<file path="src/rtl/regfile_pkg.sv">
// Shared types and helpers for the multi-port register file.
package regfile_pkg;

    typedef enum logic {RF_INIT, RF_RUN} rf_state_t;

    localparam int RF_WIDTH = 32;
    localparam int RF_DEPTH = 64;

    // An address is only backed by storage when it lies below the register count.
    function automatic logic rf_addr_valid(input int unsigned addr, input int unsigned depth);
        return addr < depth;
    endfunction

endpackage

</file>
<file path="src/rtl/regfile_init_fsm.sv">
// Post-reset clear sequencer: walks every entry once, then holds ready high.
module regfile_init_fsm
    import regfile_pkg::*;
#(
    parameter int DEPTH = RF_DEPTH,
    parameter int AW    = $clog2(DEPTH)
) (
    input  logic          clk,
    input  logic          rst_n,
    output logic          o_clr_en,
    output logic [AW-1:0] o_clr_addr,
    output logic          o_ready
);

    localparam logic [AW-1:0] LAST = AW'(DEPTH - 1);

    rf_state_t     r_state;
    logic [AW-1:0] r_cnt;
    logic          r_ready;

    always_ff @(posedge clk) begin
        if (!rst_n) begin
            r_state <= RF_INIT;
            r_cnt   <= '0;
            r_ready <= 1'b0;
        end else begin
            case (r_state)
                RF_INIT: begin
                    if (r_cnt == LAST) begin
                        r_state <= RF_RUN;
                        r_ready <= 1'b1;
                    end else begin
                        r_cnt <= r_cnt + 1'b1;
                    end
                end
                RF_RUN: begin
                    r_ready <= 1'b1;
                end
            endcase
        end
    end

    assign o_clr_en   = (r_state == RF_INIT);
    assign o_clr_addr = r_cnt;
    assign o_ready    = r_ready;

endmodule

</file>
<file path="src/rtl/regfile_mp.sv">
// Multi-port register file: NRD async reads, NWR sync writes, optional zero register.
// Define REGFILE_BYPASS_EN to forward same-cycle write data onto matching read ports.
module regfile_mp
    import regfile_pkg::*;
#(
    parameter int WIDTH    = RF_WIDTH,
    parameter int DEPTH    = RF_DEPTH,
    parameter int NRD      = 2,
    parameter int NWR      = 1,
    parameter int ZERO_REG = 1,
    localparam int AW      = $clog2(DEPTH)
) (
    input  logic                       clk,
    input  logic                       rst_n,
    input  logic [NRD-1:0][AW-1:0]     ra,
    output logic [NRD-1:0][WIDTH-1:0]  rd,
    input  logic [NWR-1:0]             we,
    input  logic [NWR-1:0][AW-1:0]     wa,
    input  logic [NWR-1:0][WIDTH-1:0]  wd,
    output logic                       ready
);

    logic [WIDTH-1:0] r_mem [DEPTH];

    logic             w_run;
    logic             w_clr_en;
    logic [AW-1:0]    w_clr_addr;
    logic [NWR-1:0]   w_wr_ok;

    regfile_init_fsm #(
        .DEPTH (DEPTH),
        .AW    (AW)
    ) u_init_fsm (
        .clk        (clk),
        .rst_n      (rst_n),
        .o_clr_en   (w_clr_en),
        .o_clr_addr (w_clr_addr),
        .o_ready    (w_run)
    );

    assign ready = w_run;

    genvar gi;
    generate
        for (gi = 0; gi < NWR; gi++) begin : g_wr
            assign w_wr_ok[gi] = w_run && we[gi]
                              && rf_addr_valid(32'(wa[gi]), DEPTH)
                              && !((ZERO_REG != 0) && (wa[gi] == '0));
        end
    endgenerate

    // Ports are applied in ascending order so the highest index wins a collision.
    always_ff @(posedge clk) begin
        if (w_clr_en) begin
            r_mem[w_clr_addr] <= '0;
        end
        for (int p = 0; p < NWR; p++) begin
            if (w_wr_ok[p]) begin
                r_mem[wa[p]] <= wd[p];
            end
        end
    end

    generate
        for (gi = 0; gi < NRD; gi++) begin : g_rd
            logic [WIDTH-1:0] w_val;
            logic             w_hit;

            assign w_hit = w_run && rf_addr_valid(32'(ra[gi]), DEPTH)
                        && !((ZERO_REG != 0) && (ra[gi] == '0));

            always_comb begin
                w_val = '0;
                if (w_hit) begin
                    w_val = r_mem[ra[gi]];
                end
`ifdef REGFILE_BYPASS_EN
                for (int p = 0; p < NWR; p++) begin
                    if (w_wr_ok[p] && (wa[p] == ra[gi])) begin
                        w_val = wd[p];
                    end
                end
`endif
            end

            assign rd[gi] = w_val;
        end
    endgenerate

endmodule
</file>
<file path="config.mk">
export PLATFORM = sky130hd
export DESIGN_NAME = regfile_mp
export DESIGN_NICKNAME = d
export VERILOG_FILES = /design/src/rtl/regfile_pkg.sv /design/src/rtl/regfile_init_fsm.sv /design/src/rtl/regfile_mp.sv
export SDC_FILE = /design/constraint.sdc
export NUM_CORES = 2
export LEC_CHECK = 0
export BUFFER_PORTS_ARGS = -buffer_cell sky130_fd_sc_hd__buf_2
export CAP_MARGIN = 15
export CORE_MARGIN = 5
export CORE_UTILIZATION = 55
export DETAILED_ROUTE_END_ITERATION = 8
export GPL_ROUTABILITY_DRIVEN = 1
export PLACE_DENSITY = 0.75
export SYNTH_ARGS = -nofsm -noshare
export SYNTH_HDL_FRONTEND = slang
export SYNTH_HIERARCHICAL = 1
export SYNTH_SLANG_ARGS = --single-unit
</file>
<file path="constraint.sdc">
create_clock -name clk -period 8 [get_ports clk]
set_input_delay 1.2 -clock clk [delete_from_list [all_inputs] [get_ports clk]]
set_output_delay 1.2 -clock clk [all_outputs]
set_load 0.01 [all_outputs]
</file>
==> summary.md <==
| Metric | Value |
|---|---|
| Worst skew pair latency | `about 890 ps` |
| Top cells by area, synth | `edfxtp_1, mux4_2, and2_1` |
| Pwr Total | `0.0235 W` |
| Vias in the first global route | `about 74k` |
| Post-CTS setup buffers | `0` |
| Power density cells | `196 nW/um^2` |
| Critical Path AT | `5480 ps` |
| First-pass iteration count of the detailed router | `8` |
| Final Max Slew Viols | `1` |
| Initial DRC count | `15.1k` |
| Status | `finished with violations` |
| GR Layer Usage met3 | `15.7%` |
| Initial Utilization | `55.1%` |
| Number of routed nets with antenna violations | `0` |
| CTS-repair resized insts | `0` |
| Initial antenna violation count | `64` |
| Synth Warn # | `6` |
| Max Clk Rate | `150 MHz` |
| Failing checks | `max-slew violations` |
| Syn Inst Count | `7309` |
| WL per Instance | `between 40 and 50 um` |
| Hold WC Path Type | `primary input to register` |
| Area delta synth->final | `9.58%` |
| Top post-synthesis cells by count | `edfxtp_1, and2_1, mux4_2` |
| Crit end category | `output port` |
| FP Rows | `164` |
| Max H-tree Level | `4` |
| Core area | `roughly 200000 sq um` |
| GP Congestion | `just under 1` |
| Crit-path slowest cell | `a2111oi_0` |
| Post-detail-place hpwl | `240000 um` |
| Async S/R FF share, synth | `0%` |
| Critical path peak fanout | `58` |
| Worst-margin pin slew | `1510 ps` |
| Die width | `457 um` |
| Fraction of layout cells with a size suffix above 1 | `24.5%` |
| Mapped Area | `~110000 sq um` |
| Type of origin of the critical path | `primary input` |
| Worst Path Required | `about 6800 ps` |
| Crit share post-route | `roughly 83%` |
| Clk buf depth | `3` |
| CP Cell Sequence | `clkbuf_8, inv_2, buf_4, buf_4, nand2_1, o22ai_1, a2111oi_0, or2_1, buf_2` |
| Most numerous cell in the Yosys netlist | `edfxtp_1` |
| Via-per-instance ratio | `7.50` |
| Mean post-synth cell area | `15.0 sq um` |
| Top cell by count, worst path | `buf_4` |
| Detailed Route WL | `approximately 410000 um` |
| CTS Sinks | `2056` |
| Nets | `7225` |
| Static leakage | `41.9 nW` |
| CTS Buf Count | `206` |
| CTS tree | `built` |
| Die extent in y | `457 um` |
| Area leader, netlist | `edfxtp_1` |
| Post-CTS Hold Buffers | `0` |
| Largest net degree at the start of global routing | `90` |
| VDD IR-drop max | `~0.00023 V` |
| Clock Skew | `32.2 ps` |
| Post-synthesis sequential area ratio | `around 56%` |
| WHS | `687 ps` |
| Critical path class | `primary input to output port` |
| RSZ-0062 raised after global routing | `no` |
| TNS Setup | `0 ps` |
| M1 GR Usage | `46.7%` |
| Rel. slew slack | `-0.412%` |
| First-pass GRT wire length | `around 570000 um` |
| Top FF cell, synth | `edfxtp_1` |
| GR Util met2 | `55.4%` |
| FF+latch count, synth | `approximately 2.1k` |
| Cell variety after synth | `74` |
| Finish-stage setup viols | `0` |
| GRT busiest layer | `met2` |
| Die area | `roughly 210000 sq um` |
| Final hold vios | `0` |
| CTS clk-pin slew, worst paths | `60 ps` |
| Grt total ovfl | `0` |
| CTS root buf | `clkbuf_16` |
| CP peak stage delay | `850 ps` |
| Max Cap Viol | `0` |
| Final worst path period need | `between 6000 and 7000 ps` |
| DR vias | `75.3k` |
| PortBufs | `about 120` |
| Top-area cell type share of the netlist area | `56.0%` |
| Total GRT Usage | `slightly below 40%` |
| Num ports | `118` |
| Post-synth EDFFs | `2048` |
| # DRC | `0` |
logic make-up after synthesis:
| logic type | Yosys count | share of synthesized area (%) |
|---|---|---|
| simple gates | 2368 | 13.1 |
| flops | 2056 | 56.2 |
| mux | 1304 | 22.2 |
| buf+inv | 809 | 3.64 |
| compound gates | 770 | 4.91 |
| fa+ha+maj | 1 | 0.0114 |
| other cells | 1 | 0.00342 |
routing by layer:
metal | routed length (um) | share of wire, %
met4 | 42300 | 10
met5 | 805 | 0.19
met1 | 125000 | 30
met2 | 177000 | 43
met3 | 68300 | 16
worst max-delay path, delay by kind of cell:
kind	cells	cell delay (ps)
simple gates	2	800
buf+inv	5	2120
compound gates	2	1270
worst paths after layout:
path / from / to / slack (ps) / cells past startpoint
worst max register to register: u_init_fsm/o_clr_addr[3] / r_mem[59][25] / 4370 / 3
worst max-delay path: ra[8] / rd[54] / 1320 / 9
worst min register to register: u_init_fsm/r_state / u_init_fsm/r_state / 700 / 1
worst min-delay path: rst_n / u_init_fsm/o_ready / 690 / 2
layout by cell type (no fill, tap or decap), types with 9 or more instances in the layout:
cell,synthesis,routed
mux4_2,879,879
mux4_1,13,13
mux2_2,61,61
o221ai_1,53,53
a22oi_1,96,96
nor3_1,14,14
o22ai_4,0,63
conb_1,1,32
nand2b_1,14,12
buf_12,0,30
a22o_1,34,34
nand3_1,15,14
a211o_1,9,9
clkinv_1,0,61
nor2_4,0,24
mux2i_1,351,351
a2111oi_0,25,24
bufinv_16,0,11
or3_1,19,16
clkbuf_16,0,211
diode_2,0,37
nor4_1,10,10
a21oi_1,56,56
a211oi_1,61,60
nand2_1,90,90
clkinv_2,0,30
o41ai_1,24,23
buf_2,107,113
and2_1,2022,2018
buf_4,80,270
o21ai_1,14,16
clkbuf_1,532,51
o21ai_0,58,56
nor2_1,106,44
nor2_2,3,41
o22ai_1,273,210
a31oi_1,12,12
nor2b_1,38,33
edfxtp_1,2048,2048
a221oi_1,11,11
registers in the layout, summed over array words and instances, names as in the netlist:
signal and cells:
r_mem 2048, u_init_fsm/r_state 1, u_init_fsm/o_clr_addr 6, u_init_fsm/o_ready 1
power breakdown:
group,switching [W],internal (W)
logic,0.00140,0.000645
clock network,0.00426,0.00517
registers,0.000129,0.0119
layout make-up:
class	instances	area (sq um)
Clock buffer	262	5470
Clock inverter	118	915
Tap cell	2656	3320
Inverter	9	35.0
Sequential cell	2056	61700
Antenna cell	37	92.6
Timing Repair Buffer	423	3320
Fill cell	14700	78800
Multi-Input combinational cell	4475	45400
per-stage QoR:
stage | cells | cell area [sq um] | utilization, % | worst slack, ps
final | 10000 | 120000 | 60.4 | 1320
after global routing | 10000 | 120000 | 60.4 | 1550
after CTS | 9987 | 120000 | 60.3 | 1650
after detailed placement | 9607 | 114000 | 57.1 | 1710
after global placement | 9603 | 114000 | 57.1 | 1730
after floorplan | 7340 | 110000 | - | 3770
Note: power is estimated with default switching activity, not from simulation.
